### config.mk
export PLATFORM = sky130hd
export DESIGN_NAME = cache_mem_arb
export DESIGN_NICKNAME = d
export VERILOG_FILES = /design/src/rtl/cache_def.sv /design/src/rtl/cache_arb_slot.sv /design/src/rtl/cache_mem_arb.sv
export SDC_FILE = /design/constraint.sdc
export NUM_CORES = 1
export LEC_CHECK = 0
export ABC_CLOCK_PERIOD_IN_PS = 14360
export BUFFER_PORTS_ARGS = -buffer_cell sky130_fd_sc_hd__buf_2
export CAP_MARGIN = 15
export CORE_AREA = 2 2 118 120
export DETAILED_ROUTE_END_ITERATION = 7
export DIE_AREA = 0 0 120 122
export PLACE_DENSITY = 0.79
export SLEW_MARGIN = 0
export SYNTH_ARGS = -nofsm -noshare
export SYNTH_HDL_FRONTEND = slang
export SYNTH_SLANG_ARGS = --single-unit
### constraint.sdc
create_clock -name clk_i -period 14.36 [get_ports clk_i]
set_input_delay 1.436 -clock clk_i [delete_from_list [all_inputs] [get_ports clk_i]]
set_output_delay 1.436 -clock clk_i [all_outputs]
set_load 0.01 [all_outputs]
### src/rtl/cache_def.sv
// Shared cache definitions package.
// Holds the memory request/response structs used between the caches and the
// backing memory, the arbiter FSM state type and the requester count.
package cache_def;

    // Number of cache requesters: port 0 = instruction cache, port 1 = data cache.
    localparam int NUM_REQ = 2;

    // Request towards memory. rw=1 is a write, rw=0 a read.
    typedef struct packed {
        logic [31:0] addr;
        logic [31:0] data;
        logic        rw;
        logic        valid;
    } mem_req_type;

    // Response from memory. ready marks completion of the current request.
    typedef struct packed {
        logic [31:0] data;
        logic        ready;
    } mem_data_type;

    // Arbiter FSM: IDLE = nobody owns memory, GRANT = one port owns memory.
    typedef enum logic {
        IDLE  = 1'b0,
        GRANT = 1'b1
    } arb_state_type;

endpackage

### src/rtl/cache_arb_slot.sv
// cache_arb_slot - single pending-request slot of the cache memory arbiter.
// Captures one request pulse, holds it until the arbiter clears it on
// completion, and flags a pulse that arrives while the slot is occupied.
//
// Ports:
//   clk_i   - clock, rising edge
//   rst_ni  - synchronous active-low reset (clears the valid flag only)
//   i_req   - request from the cache; i_req.valid is a capture pulse
//   i_clr   - owner's transaction completes this cycle; slot frees at the edge
//   o_req   - stored request; o_req.valid = slot pending (or owned)
//   o_ovf   - pulse arrived while occupied; the pulse is dropped
module cache_arb_slot
    import cache_def::*;
(
    input  logic        clk_i,
    input  logic        rst_ni,
    input  mem_req_type i_req,
    input  logic        i_clr,
    output mem_req_type o_req,
    output logic        o_ovf
);

    logic        r_valid;
    logic [31:0] r_addr;
    logic [31:0] r_data;
    logic        r_rw;

    logic        w_hold;
    logic        w_cap;

    // A slot being cleared in this cycle may accept a new request at the same
    // edge (e.g. a write-back immediately followed by its allocate).
    assign w_hold = r_valid & ~i_clr;
    assign w_cap  = i_req.valid & ~w_hold;
    assign o_ovf  = i_req.valid & w_hold;

    always_ff @(posedge clk_i) begin
        if (!rst_ni) begin
            r_valid <= 1'b0;
        end else if (w_cap) begin
            r_valid <= 1'b1;
        end else if (i_clr) begin
            r_valid <= 1'b0;
        end
    end

    // Payload only needs to be meaningful while r_valid is set.
    always_ff @(posedge clk_i) begin
        if (w_cap) begin
            r_addr <= i_req.addr;
            r_data <= i_req.data;
            r_rw   <= i_req.rw;
        end
    end

    assign o_req = '{addr: r_addr, data: r_data, rw: r_rw, valid: r_valid};

endmodule

### src/rtl/cache_mem_arb.sv
// cache_mem_arb - arbitrates the instruction cache (port 0) and the data
// cache (port 1) onto a single backing memory.
// Each port owns one pending slot; a registered owner drives the memory
// request until memory signals ready, then ownership passes directly to the
// other port if it is pending (no idle cycle), otherwise the arbiter idles.
//
// Configuration macro: CACHE_ARB_RR_EN
//   undefined : fixed priority, port 1 wins a tie, no pointer register
//   defined   : round-robin, a tie goes to the port not granted last
//
// Ports:
//   clk_i      - clock, rising edge
//   rst_ni     - synchronous active-low reset
//   req_i      - per-port request (addr, data, rw, valid pulse)
//   rsp_o      - per-port response; data mirrors memory, ready only to owner
//   mem_req_o  - request to memory, valid for the whole grant
//   mem_data_i - memory response, ready marks completion
//   busy_o     - high while in GRANT
//   err_o      - sticky: a request pulse arrived while its slot was occupied
module cache_mem_arb
    import cache_def::*;
#(
    parameter int NUM_REQ = 2   // only 2 is supported
) (
    input  logic         clk_i,
    input  logic         rst_ni,
    input  mem_req_type  req_i [NUM_REQ],
    output mem_data_type rsp_o [NUM_REQ],
    output mem_req_type  mem_req_o,
    input  mem_data_type mem_data_i,
    output logic         busy_o,
    output logic         err_o
);

    arb_state_type      r_state;
    arb_state_type      w_state_nxt;
    logic               r_owner;
    logic               w_owner_nxt;
    logic               r_err;
    logic               w_err_nxt;
`ifdef CACHE_ARB_RR_EN
    logic               r_last;
    logic               w_last_nxt;
`endif

    mem_req_type        w_slot_req [NUM_REQ];
    logic [NUM_REQ-1:0] w_slot_vld;
    logic [NUM_REQ-1:0] w_pend_nxt;
    logic [NUM_REQ-1:0] w_ovf;
    logic [NUM_REQ-1:0] w_clr;
    logic               w_done;

    // Memory ready only counts while a grant is active.
    assign w_done = (r_state == GRANT) & mem_data_i.ready;

    for (genvar p = 0; p < NUM_REQ; p++) begin : g_port
        assign w_clr[p] = w_done & (int'(r_owner) == p);

        cache_arb_slot u_slot (
            .clk_i  (clk_i),
            .rst_ni (rst_ni),
            .i_req  (req_i[p]),
            .i_clr  (w_clr[p]),
            .o_req  (w_slot_req[p]),
            .o_ovf  (w_ovf[p])
        );

        assign w_slot_vld[p] = w_slot_req[p].valid;
        // Slot contents after this edge; only used from IDLE, where nothing
        // clears, so a plain OR with the incoming pulse is exact.
        assign w_pend_nxt[p] = w_slot_vld[p] | req_i[p].valid;

        assign rsp_o[p].data  = mem_data_i.data;
        assign rsp_o[p].ready = w_clr[p] & rst_ni;
    end

`ifdef CACHE_ARB_RR_EN
    function automatic logic f_pick(input logic [1:0] pend, input logic last);
        if (pend[0] & pend[1]) begin
            return ~last;
        end
        return pend[1];
    endfunction
`endif

    always_comb begin
        w_state_nxt = r_state;
        w_owner_nxt = r_owner;
        w_err_nxt   = r_err | (|w_ovf);
`ifdef CACHE_ARB_RR_EN
        w_last_nxt  = r_last;
`endif
        case (r_state)
            IDLE: begin
                if (|w_pend_nxt) begin
                    w_state_nxt = GRANT;
`ifdef CACHE_ARB_RR_EN
                    w_owner_nxt = f_pick(w_pend_nxt, r_last);
                    w_last_nxt  = w_owner_nxt;
`else
                    w_owner_nxt = w_pend_nxt[1];
`endif
                end
            end
            GRANT: begin
                if (mem_data_i.ready) begin
                    // Only the other port's registered slot is considered:
                    // a request captured in this cycle waits one IDLE cycle.
                    if (w_slot_vld[~r_owner]) begin
                        w_owner_nxt = ~r_owner;
`ifdef CACHE_ARB_RR_EN
                        w_last_nxt  = ~r_owner;
`endif
                    end else begin
                        w_state_nxt = IDLE;
                    end
                end
            end
            default: w_state_nxt = IDLE;
        endcase
    end

    always_ff @(posedge clk_i) begin
        if (!rst_ni) begin
            r_state <= IDLE;
            r_owner <= 1'b0;
            r_err   <= 1'b0;
`ifdef CACHE_ARB_RR_EN
            r_last  <= 1'b0;
`endif
        end else begin
            r_state <= w_state_nxt;
            r_owner <= w_owner_nxt;
            r_err   <= w_err_nxt;
`ifdef CACHE_ARB_RR_EN
            r_last  <= w_last_nxt;
`endif
        end
    end

    // Outputs are forced quiet while reset is asserted so an abandoned
    // transaction never shows up in the reset cycle itself.
    always_comb begin
        mem_req_o = '0;
        if ((r_state == GRANT) && rst_ni) begin
            mem_req_o       = w_slot_req[r_owner];
            mem_req_o.valid = 1'b1;
        end
    end

    assign busy_o = (r_state == GRANT) & rst_ni;
    assign err_o  = r_err & rst_ni;

endmodule

======== After elaboration in Yosys (flattened, before gate mapping) ========
Cells that the tools add are included.
storage, ports and cells
  flip-flop bits (word level) ............. 135
  memory bits (writable) .................. 0
  memories kept ........................... 0
  bits in latches ......................... 0
  bits in read-only memories .............. 0
  input port bits ......................... 167
  output and inout bits ................... 134
operators by class
  divide/modulo/power cells ............... 0
  mux-type cells .......................... 18
  equality and inequality tests ........... 3
  multipliers ............................. 0
  $lt $le $gt $ge ......................... 2
  add/subtract/negate cells ............... 0
  reduce and logical (&&, ||, !) cells .... 6
  shift operators ......................... 0
  bitwise gates (word level) .............. 24
operators by type and width
  kind                                                         number
  2-to-1 mux 66 bit                                            4
  bitwise AND 1 bit                                            13
  2-to-1 mux 1 bit                                             12
  inverter 1 bit                                               7
  inequality test 2 bit (second input constant)                2
  case mux 1 bit (2 select lines)                              2
  nonzero test 2 bit                                           2
  OR reduction 2 bit                                           2
  OR 1 bit                                                     3
  AND reduction 3 bit                                          1
  greater-or-equal comparator 2 bit (second input constant)    1
  less-than comparator 1 x 2 -> 1 bit (second input constant)  1
  inequality test 2 x 1 -> 1 bit (second input constant)       1
  inverter 1 -> 2 bit                                          1
  logical AND 1 bit                                            1

======== Logic depth before layout (Yosys ltp) ========
  depth after elaboration ................. 7
  depth in mapped cells ................... 5

======== Cells and area by module ========
From an unflattened synthesis, not the netlist that was laid out.
unflattened totals
  cells, all modules ...................... 375
  area, all modules ....................... 5694.2 um^2
modules (own cells, without submodules)
  module          seq. area each (um^2)  instances  cells an instance  area each (um^2)
  cache_arb_slot  1971.9                 2          72                 2020.7
  cache_mem_arb   60.1                   1          231                1652.8

======== Worst setup path before layout ========
No wires, ideal clock.
  path type ............................... in2reg
  from .................................... in mem_data_i[0] (netlist name)
  to ...................................... reg g_port[0].u_slot.r_addr[0], enable pin
  path buffers ............................ 0
  arrival time ............................ 6332 ps
  cell stages on the path ................. 2
  path slack .............................. 7440 ps
  cell sequence ........................... nand3b_1 > a21boi_0
on the way
  cells in the longest elaborated chain, start to end .. 6
ends and longest elaborated chain
  what                              line                  source
  from (decl)                       cache_mem_arb.sv:30   input mem_data_type mem_data_i,
  bitwise AND 1 bit                 cache_mem_arb.sv:54   assign w_done = (r_state == GRANT) & mem_data_i.ready;
  bitwise AND 1 bit                 cache_mem_arb.sv:57   assign w_clr[p] = w_done & (int'(r_owner) == p);
  inverter 1 bit                    cache_arb_slot.sv:33  assign w_hold = r_valid & ~i_clr;
  bitwise AND 1 bit                 cache_arb_slot.sv:33
  inverter 1 bit                    cache_arb_slot.sv:34  assign w_cap = i_req.valid & ~w_hold;
  bitwise AND 1 bit                 cache_arb_slot.sv:34
  named net g_port[0].u_slot.w_cap  cache_arb_slot.sv:29  logic w_cap;
  to (signal assigned)              cache_arb_slot.sv:50  r_addr <= i_req.addr;
  to (decl)                         cache_arb_slot.sv:24  logic [31:0] r_addr;
The timed path passes the listed nets, and every way through them passes these cells.
A chain may end at the register's enable or synchronous reset.

==> metrics <==
Seq pwr share 48.7%; Leak Pwr 2.89 nW; Detailed Routing Iterations Pass 1 4; library cells used by synthesis 26; # setup viols final 0; M2 GR Usage 29.2%; I/O pin cnt 301; worst skew pair latency between 400 and 500 ps; sequential-to-total area share from yosys stat 70.3%; share of the synthesized area in the top cell type approximately two thirds; most used cell, CP buf_2; clk buf depth 2; worst-path fanout max 36; Net Sw Frac 22.2%; leading cell types in the layout, fill and taps excluded buf_2 (204), edfxtp_1 (130), nor2_1 (70); largest net degree at the start of global routing 66; number of flops mapped to enable cells by yosys 130; slowest CP cell nand2_2; Die X 120 um; Clk pwr share between 40 and 50%; commonest non-fill, non-tap cell in the layout buf_2; I/O Buffers 204; Logic pwr share approximately a tenth; Worst EP required between 10000 and 15000 ps; Final Hold Fails 0; FF+latch count, synth 135; post-CTS sizing 0; FF-to-FF setup slack ~11000 ps; fin nets 691; final WL 12000 um; # clock sinks 135; crit share post-route 28.2%; ratio of cells with drive above 1 in the final layout 45.0%; Layout area overhead 22.0%; maxcap violations 0; worst path arrival time 2610 ps; Mapped Cells 377; Post-synth ARST share 0%; GR Layer Usage met3 6.98%; R2R depth 4; outcome complete, no violations; filler cell count 1141; Hold/Removal Path Class reg2reg; average wire per standard cell about 17 um; net count after synthesis between 500 and 600; leading post-synthesis cells by cell area edfxtp_1 (69%), mux2i_1 (11%), buf_4 (9.1%); drt first-iter violations 104; Final Max Tran Viols 0; antenna violations before repair 0; DP Wirelength 8640 um; Hold-fix buffers, CTS 0; Inserted Diodes 0; setup TNS 0 ps; area of the multi-input gates 1100 um2; critical path endpoint category output port; Die Span Y approximately 120 um; worst setup path class in2out; Top FF cell, synth edfxtp_1; Hold Path Stages 2; DIE AREA 14600 um2; # DRC 0; final instance area 6950 um2; clk_skew 9.38 ps; FF/Latch Area 4010 um2; CP bufs+invs 3; Worst Hold End r_err; Routed Antenna Nets 0; Root Buffer clkbuf_16; DR vias 3416; Netlist Area Pre-Place approximately 5700 um2; DR vias/cell 4.78; first-pass GRT wire length 17900 um; GRT Util Overall 16.4%; Initial Utilization 42.1%; Worst Setup Start Kind input port; FF-to-FF Start r_owner; cell-internal power 0.000761 W; PD cells 141 nW/um2; Row Count 43; Tmin final 4050 ps; dpl cell area around 6400 um2; # H-tree levels 4; grt ovf 0; total CTS buffers 17; TritonCTS clock tree done; RD Place Congestion 0.725; relative slew slack around 41%; reg2reg end g_port[1].u_slot.r_addr[8]; CP top delay family buffers and inverters; Worst-Margin Slew 884 ps; Mean Syn Cell Area 15.1 um2; crit-path max cell delay 390 ps; Max Clk Rate 247 MHz; RSZ-0062 raised after global routing no; # Post-CTS Setup Buffers 0; Hold Crit Start r_err; vias in the first global route 3531; busiest layer in global routing met2; cells along the critical path buf_2, nand2_2, buf_12, nor2_1, buf_2; yosys warns 0; top cell type by total area after synthesis edfxtp_1; core box area about 14000 um2; clock-pin slew on the worst setup and hold paths roughly 50 ps; worst vdd ir 0.0995 mV; M1 GR Usage between 15 and 20%; net load switching power 0.000217 W
[stage by stage]
step | cells | setup WS, ps | hold WS, ps | power [W] | utilization, %
6_report | 715 | 10310 | 549 | 0.000978 | 51.4
5_1_grt | 715 | 10180 | 608 | 0.00102 | 51.4
4_1_cts | 715 | 10280 | 554 | 0.000990 | 51.4
3_5_place_dp | 685 | 10280 | 540 | 0.000590 | 47.4
3_3_place_gp | 684 | 10080 | 513 | 0.000585 | 47.3
2_1_floorplan | 377 | 7440 | 481 | 0.000569 | -
[power groups by stage]
| stage | sequential, W | clock [W] | combinational, W |
|---|---|---|---|
| after global routing | 0.000479 | 0.000425 | 0.000113 |
| after global placement | 0.000483 | 0 | 0.000101 |
| after CTS | 0.000477 | 0.000408 | 0.000106 |
| after detailed placement | 0.000485 | 0 | 0.000105 |
| after floorplan | 0.000480 | 0 | 0.0000887 |
| final | 0.000476 | 0.000398 | 0.000103 |
[state kept, by name, summed over array words and instances (netlist names)]
name,count
g_port.u_slot.r_valid,2
g_port.u_slot.r_data,64
r_state,1
r_err,1
g_port.u_slot.r_addr,64
r_owner,1
g_port.u_slot.r_rw,2
[cell families (layout without fill, tap and decap cells)]
logic type	count (synthesis)	after routing	share of synthesized area (%)
flops	135	135	70.3
simple gates	85	85	6.40
mux	65	65	11.4
buf+inv	82	240	10.7
compound gates	10	10	1.12
[worst max-delay path by stage]
stage | slack, ps | start | depth (start not counted) | end
6_report | 10310 | rst_ni | 5 | mem_req_o[15]
5_1_grt | 10180 | rst_ni | 5 | mem_req_o[16]
4_1_cts | 10280 | rst_ni | 5 | mem_req_o[16]
3_3_place_gp | 10080 | rst_ni | 4 | mem_req_o[42]
3_5_place_dp | 10280 | rst_ni | 5 | mem_req_o[15]
2_1_floorplan | 7440 | mem_data_i[0] | 2 | g_port[0].u_slot.r_addr[0]
[synthesized netlist by cell type (all sizes together), types with 2 or more instances]
library cell and count:
mux2i 65, inv 2, dfxtp 5, and2 2
a21oi 4, buf 78, nor2 70, a21boi 2
nand2 3, nor3 2, nand3 2, clkbuf 2
edfxtp 130
[layer usage]
metal	share of wire [%]	wire, um	vias up
li1	-	-	1579
met1	34	4140	1612
met3	10	1200	17
met4	2.2	259	0
met5	0	0	-
met2	53	6420	208
[worst min-delay path, stage by stage, from the launching register on]
cell,delay [ps]
dfxtp_1,340
a31oi_1,50
a21oi_1,120
[final cells by class]
| class | instances | share of cell area [%] |
|---|---|---|
| sequential | 135 | 57.7 |
| clock inverter | 12 | 1.62 |
| tap | 180 | 3.24 |
| inverter | 2 | 0.108 |
| multi-input combinational | 160 | 15.9 |
| timing repair buffer | 208 | 15.3 |
| clock buffer | 18 | 6.18 |
Note: power is estimated with default switching activity, not from simulation.
